`config.mk`:
```
export PLATFORM = sky130hd
export DESIGN_NAME = scan_sequencer_3x8_flat
export DESIGN_NICKNAME = d
export VERILOG_FILES = /design/src/rtl/scan_sequencer_3x8_if.sv /design/src/rtl/scan_sequencer_3x8.sv /design/src/flat_wrapper.sv
export SDC_FILE = /design/constraint.sdc
export NUM_CORES = 1
export LEC_CHECK = 0
export BUFFER_PORTS_ARGS = -buffer_cell sky130_fd_sc_hd__buf_2
export CORE_ASPECT_RATIO = 1.25
export CORE_MARGIN = 2
export CORE_UTILIZATION = 40
export DETAILED_ROUTE_END_ITERATION = 8
export MAX_ROUTING_LAYER = met4
export SETUP_SLACK_MARGIN = 0.1
export SLEW_MARGIN = 10
export SYNTH_ARGS = -nofsm -noshare
export SYNTH_HDL_FRONTEND = slang
export SYNTH_SLANG_ARGS = --single-unit
```
`constraint.sdc`:
```
create_clock -name clk -period 3.28 [get_ports clk]
set_clock_uncertainty 0.2 [all_clocks]
set_input_delay 0.82 -clock clk [delete_from_list [all_inputs] [get_ports clk]]
set_output_delay 0.82 -clock clk [all_outputs]
set_load 0.03 [all_outputs]
```
`src/rtl/scan_sequencer_3x8_if.sv`:
```
// Control/status bundle between a scan controller and the channel sequencer.
// The master side issues start/stop and scan setup; the slave drives the decoder select.
interface scan_sequencer_3x8_if #(
  parameter int DWELL_W = 8
);
  logic               start;
  logic               stop;
  logic               continuous;
  logic [DWELL_W-1:0] dwell;
  logic [7:0]         mask;
  logic [2:0]         sel;
  logic               en;
  logic               busy;
  logic               wrap;
  logic               done;

  modport master (
    output start, stop, continuous, dwell, mask,
    input  sel, en, busy, wrap, done
  );

  modport slave (
    input  start, stop, continuous, dwell, mask,
    output sel, en, busy, wrap, done
  );
endinterface

```
`src/rtl/scan_sequencer_3x8.sv`:
```
// Round-robin scanner for a 3x8 decoder: masked channels, dwell slots,
// one blanking cycle between channels, one-shot or continuous passes.
module scan_sequencer_3x8 #(
  parameter int DWELL_W = 8
) (
  input logic                  clk,
  input logic                  rst_n,
  scan_sequencer_3x8_if.slave  sq
);

  typedef enum logic [1:0] {
    IDLE   = 2'd0,
    ACTIVE = 2'd1,
    BLANK  = 2'd2
  } state_e;

  state_e             state_q, state_d;
  logic [DWELL_W-1:0] cnt_q, cnt_d;
  logic [DWELL_W-1:0] dwell_q, dwell_d;
  logic [7:0]         mask_q, mask_d;
  logic               mode_q, mode_d;
  logic [2:0]         sel_q, sel_d;
  logic               en_q, en_d;
  logic               busy_q, busy_d;
  logic               wrap_q, wrap_d;
  logic               done_q, done_d;

  logic               nxt_hit;
  logic [2:0]         nxt_idx;
  logic               start_ok;
  logic               pass_end;

  function automatic logic [2:0] lowest(input logic [7:0] m);
    logic [2:0] r;
    r = '0;
    for (int i = 7; i >= 0; i--)
      if (m[i]) r = 3'(i);
    return r;
  endfunction

  // Priority search strictly above sel; no wrap-around within a pass
  always_comb begin
    nxt_hit = 1'b0;
    nxt_idx = '0;
    for (int i = 7; i >= 1; i--) begin
      if (mask_q[i] && (3'(i) > sel_q)) begin
        nxt_hit = 1'b1;
        nxt_idx = 3'(i);
      end
    end
  end

  assign start_ok = sq.start && !sq.stop && (|sq.mask);
  assign pass_end = (state_q == BLANK) && !sq.stop && !nxt_hit;

  always_ff @(posedge clk or negedge rst_n) begin
    if (!rst_n) begin
      state_q <= IDLE;
      cnt_q   <= '0;
      dwell_q <= '0;
      mask_q  <= '0;
      mode_q  <= 1'b0;
      sel_q   <= '0;
      en_q    <= 1'b0;
      busy_q  <= 1'b0;
      wrap_q  <= 1'b0;
      done_q  <= 1'b0;
    end else begin
      state_q <= state_d;
      cnt_q   <= cnt_d;
      dwell_q <= dwell_d;
      mask_q  <= mask_d;
      mode_q  <= mode_d;
      sel_q   <= sel_d;
      en_q    <= en_d;
      busy_q  <= busy_d;
      wrap_q  <= wrap_d;
      done_q  <= done_d;
    end
  end

  always_comb begin
    state_d = state_q;
    cnt_d   = cnt_q;
    dwell_d = dwell_q;
    mask_d  = mask_q;
    mode_d  = mode_q;
    sel_d   = sel_q;
    unique case (1'b1)
      (state_q == IDLE): begin
        if (start_ok) begin
          state_d = ACTIVE;
          mode_d  = sq.continuous;
          dwell_d = sq.dwell;
          mask_d  = sq.mask;
          sel_d   = lowest(sq.mask);
          cnt_d   = sq.dwell;
        end
      end
      (state_q == ACTIVE): begin
        if (sq.stop)
          state_d = IDLE;
        else if (cnt_q == '0)
          state_d = BLANK;
        else
          cnt_d = cnt_q - 1'b1;
      end
      default: begin
        if (sq.stop) begin
          state_d = IDLE;
        end else if (nxt_hit) begin
          state_d = ACTIVE;
          sel_d   = nxt_idx;
          cnt_d   = dwell_q;
        end else if (mode_q) begin
          state_d = ACTIVE;
          sel_d   = lowest(mask_q);
          cnt_d   = dwell_q;
        end else begin
          state_d = IDLE;
        end
      end
    endcase
  end

  always_comb begin
    en_d   = (state_d == ACTIVE);
    busy_d = (state_d != IDLE);
    wrap_d = pass_end;
    done_d = pass_end && !mode_q;
  end

  assign sq.sel  = sel_q;
  assign sq.en   = en_q;
  assign sq.busy = busy_q;
  assign sq.wrap = wrap_q;
  assign sq.done = done_q;

endmodule

```
`src/flat_wrapper.sv`:
```
// flat-port wrapper written by rule: the top's interface ports become plain ports
module scan_sequencer_3x8_flat 
#(
  parameter int DWELL_W = 8
)
  (clk, rst_n, sq_start, sq_stop, sq_continuous, sq_dwell, sq_mask, sq_sel, sq_en, sq_busy, sq_wrap, sq_done);
  scan_sequencer_3x8_if #(.DWELL_W(DWELL_W)) sq_i ();
  input logic clk;
  input logic rst_n;
  input wire logic [$bits(sq_i.start)-1:0] sq_start;
  input wire logic [$bits(sq_i.stop)-1:0] sq_stop;
  input wire logic [$bits(sq_i.continuous)-1:0] sq_continuous;
  input wire logic [$bits(sq_i.dwell)-1:0] sq_dwell;
  input wire logic [$bits(sq_i.mask)-1:0] sq_mask;
  output wire logic [$bits(sq_i.sel)-1:0] sq_sel;
  output wire logic [$bits(sq_i.en)-1:0] sq_en;
  output wire logic [$bits(sq_i.busy)-1:0] sq_busy;
  output wire logic [$bits(sq_i.wrap)-1:0] sq_wrap;
  output wire logic [$bits(sq_i.done)-1:0] sq_done;
  assign sq_i.start = sq_start;
  assign sq_i.stop = sq_stop;
  assign sq_i.continuous = sq_continuous;
  assign sq_i.dwell = sq_dwell;
  assign sq_i.mask = sq_mask;
  assign sq_sel = sq_i.sel;
  assign sq_en = sq_i.en;
  assign sq_busy = sq_i.busy;
  assign sq_wrap = sq_i.wrap;
  assign sq_done = sq_i.done;
  scan_sequencer_3x8 #(.DWELL_W(DWELL_W)) u_core (.clk(clk), .rst_n(rst_n), .sq(sq_i));
endmodule
```
==> results by stage <==
Detailed routing:
- The remaining routing DRC violations is 0.
- Dividing the detail-routed via count by the number of cells gives approximately 5.5.
- The routed layout has about 1,600 vias.
- The post-detailed-routing wire length is around 4400 um.
- The number of nets still failing antenna checks after routing is 0.
- In the final routed layout, each cell accounts on average for about 15 um.
- For this block, the initial DRC count from the detailed router was 65.
- For this run, the detailed router's first-pass iteration total came to 4.

Critical path:
- The worst setup path is captured at a register.
- The critical path is of the in -> reg type.
- The kind of cell with the highest combined delay on the critical path is simple AND/OR/NAND/NOR gates.
- The number of buffer and inverter stages on the critical path is 1.
- STA classifies the critical path startpoint as an input pin.
- The largest fanout on the critical path is 18.
- The critical path required time is about 3.3 ns.
- The critical path arrival is roughly 2.5 ns.
- The largest single stage delay on the critical path is 0.76 ns.
- The critical path's slowest cell is and2b_1.
- The critical path goes through buf_2, nor4_2, a211oi_2, and2b_1, mux2_2.

Logic synthesis:
- Averaged over all synthesized cells, the footprint is between 9 and 10 um^2.
- Summing the sequential cell areas from Yosys gives between 40 and 50% of the chip area.
- The async set-reset flop share out of synthesis is 100%.
- The synthesized netlist occupies a cell area of between 2000 and 2500 um^2.
- The number of distinct standard cells referenced by the synthesized netlist is 53.
- The number of synthesized flops with an enable pin is 0.
- After synthesis the netlist holds a flip-flop and latch count of 34.
- The Yosys warning count is 0.
- The most instantiated flip-flop cell in the synthesis netlist is dfrtp_1.
- After technology mapping, the gate count stands at about 210.
- The number of nets handed over by synthesis was about 230.

Finish:
- The leading cell type in the layout, fill and taps excluded is dfrtp_1.
- Leaving out fill and tap cells, the most frequent cells in the layout are 34 x dfrtp_1, 27 x buf_2, 21 x nor2_1.
- The layout overhead on the synthesized area is 11.9%.
- The number of inserted diodes is 0.
- Summing all multi-input logic gate instances after layout gives between 1000 and 1500 um^2.
- The final net count is between 200 and 300.
- In the final layout, flip-flops and latches occupy between 800 and 900 um^2.
- The layout cell share with drive strength beyond 1 is 29.2%.
- The number of filler instances in the final layout is between 500 and 600.

Global route:
- The number of global-route vias before repair is around 1,600.
- The first-pass GRT wire length is ~7700 um.
- The combined global-route utilization of all metal layers is between 10% and 20%.
- After global routing the overflow that remains totals 0.
- The largest net degree at the start of global routing is 35.
- The layer with the highest usage after global routing is met2.
- The initial antenna violation count was 0.
- Global routing used between 20% and 30% of the available met2 tracks.
- The fraction of met1 tracks used by global routing is a little over a fifth.
- The global routing usage on met3 is between 3 and 4%.

CTS:
- Clock tree synthesis found a total of 34 sinks.
- The post-cts hold buffer count is 0.
- The level count of the clock H-tree is 2.
- Counting along the longest clock path gives a buffer depth of 2.
- Clock tree synthesis inserted a total of 5 buffers.
- The clock transition at the registers of the reported paths is approximately 0.07 ns.
- The number of instances resized during post-cts repair is 0.
- The TritonCTS clock tree is built.
- The number of post-CTS setup repair buffers is 0.
- CTS placed an instance of clkbuf_8 at the clock tree root.
- The worst-skew pair later-pin latency is between 0.2 and 0.3 ns.

STA:
- In the finished design, the share of the clock period the worst path needs comes to 78.0%.
- The worst slew slack as a fraction of its limit is 41.3%.
- The shortest clock period the worst path allows after layout is 2.56 ns.
- Setup repair after global routing left no endpoint under its margin.
- The hold violation count in the final report is 0.
- The max-slew violation count is 0.
- The achievable frequency is about 390 MHz.
- Across all hold checks on the routed design, the worst slack comes to around 0.31 ns.
- The slew at the pin closest to its max-slew limit is about 0.9 ns.
- The setup-violating endpoint count in the final report is 0.
- The summed negative setup slack over all endpoints is 0 ns.

Floorplan:
- The starting density of the core is about 40%.
- The initialized floorplan defines 29 standard-cell rows.
- The die boundary width is between 60 and 70 um.
- The die outline height is approximately 84 um.
- The die covers around 5800 um^2.
- 28 I/O pins were placed.
- After floorplanning, the core was sized to cover ~5000 um^2.

Run:
- Max-cap violations in this run came to 0.

Placement:
- Routability-driven placement finished with a final weighted congestion of between 0.8 and 0.9.
- The number of input and output port buffers inserted is 27.
- The HPWL after detailed placement is roughly 3200 um.

Power and ir drop:
- VDD sags by at most 290 uV.
- Power spread over the standard cell area amounts to around 640 nW/um^2.
- The static leakage power is ~0.97 nW.

Hold path:
- The kind of path behind the tightest hold check is reg -> reg.

Outcome:
- The run finished with clean final reports.
==> metrics by stage <==
step	std cells	cell area [um^2]	power [mW]	setup WS [ns]	util, %
after detailed placement	290	2230	1.18	0.401	44.1
after CTS	298	2320	1.50	0.716	45.9
after global routing	298	2320	1.60	0.625	45.9
after global placement	290	2230	1.17	0.425	44.1
after floorplan	208	2070	1.06	0.945	-
final	298	2320	1.48	0.720	45.9
==> cell usage after synthesis (5+ instances only) <==
master,count,area (um^2)
a21oi_1,13,65.1
a22o_1,5,43.8
dfrtp_1,34,851
inv_1,7,26.3
mux2_2,8,90.1
mux2_4,8,120
nand2_1,18,67.6
nor2_1,21,78.8
nor3_1,5,25.0
nor4_1,6,37.5
o21ai_0,15,75.1
==> kinds of logic after synthesis <==
| logic type | share of synthesized area, % |
|---|---|
| flops | 41.1 |
| mux | 11.1 |
| fa+ha+maj | 1.21 |
| simple gates | 20.4 |
| buf+inv | 4.95 |
| compound gates | 20.8 |
| xor+xnor | 0.423 |
==> routing by layer <==
metal,part of all wire (%),vias up
met2,50,25
met3,2.8,11
met1,45,776
met5,0,-
met4,2.4,0
li1,-,819
==> final timing paths <==
kind | from | endpoint | slack [ns] | depth (start not counted)
min | u_core.dwell_q[3] | u_core.dwell_q[3] | 0.31 | 1
max in group asynchronous | rst_n | u_core.sq.en | 1.97 | 1
max | sq_mask[7] | u_core.dwell_q[2] | 0.72 | 5
max reg2reg | u_core.state_q[1] | u_core.dwell_q[2] | 0.81 | 4
min in group asynchronous | rst_n | u_core.cnt_q[1] | 0.41 | 1
min reg2reg | u_core.dwell_q[3] | u_core.dwell_q[3] | 0.31 | 1
==> power breakdown <==
group / internal [mW] / switching, mW / total [mW]
Clock: 0.169 / 0.146 / 0.315
Combinational: 0.243 / 0.275 / 0.518
Sequential: 0.515 / 0.135 / 0.649
Total: 0.927 / 0.556 / 1.48
==> flip-flops by register name, indices dropped and copies added, names as in the netlist <==
signal	cells
u_core.sq.wrap	1
u_core.sq.en	1
u_core.state_q	2
u_core.sq.sel	3
u_core.sq.done	1
u_core.dwell_q	8
u_core.sq.busy	1
u_core.cnt_q	8
u_core.mask_q	8
u_core.mode_q	1
==> final cells by class <==
class                   count  area share [%]
multi-input cells         157            48.2
flip-flops and latches     34            36.7
repair buffers             29            6.48
clock buffers               7            3.73
well taps                  62            3.35
inverters                   8            1.30
clock inverters             1           0.216
No activity file was read; power rests on OpenSTA's default activity.
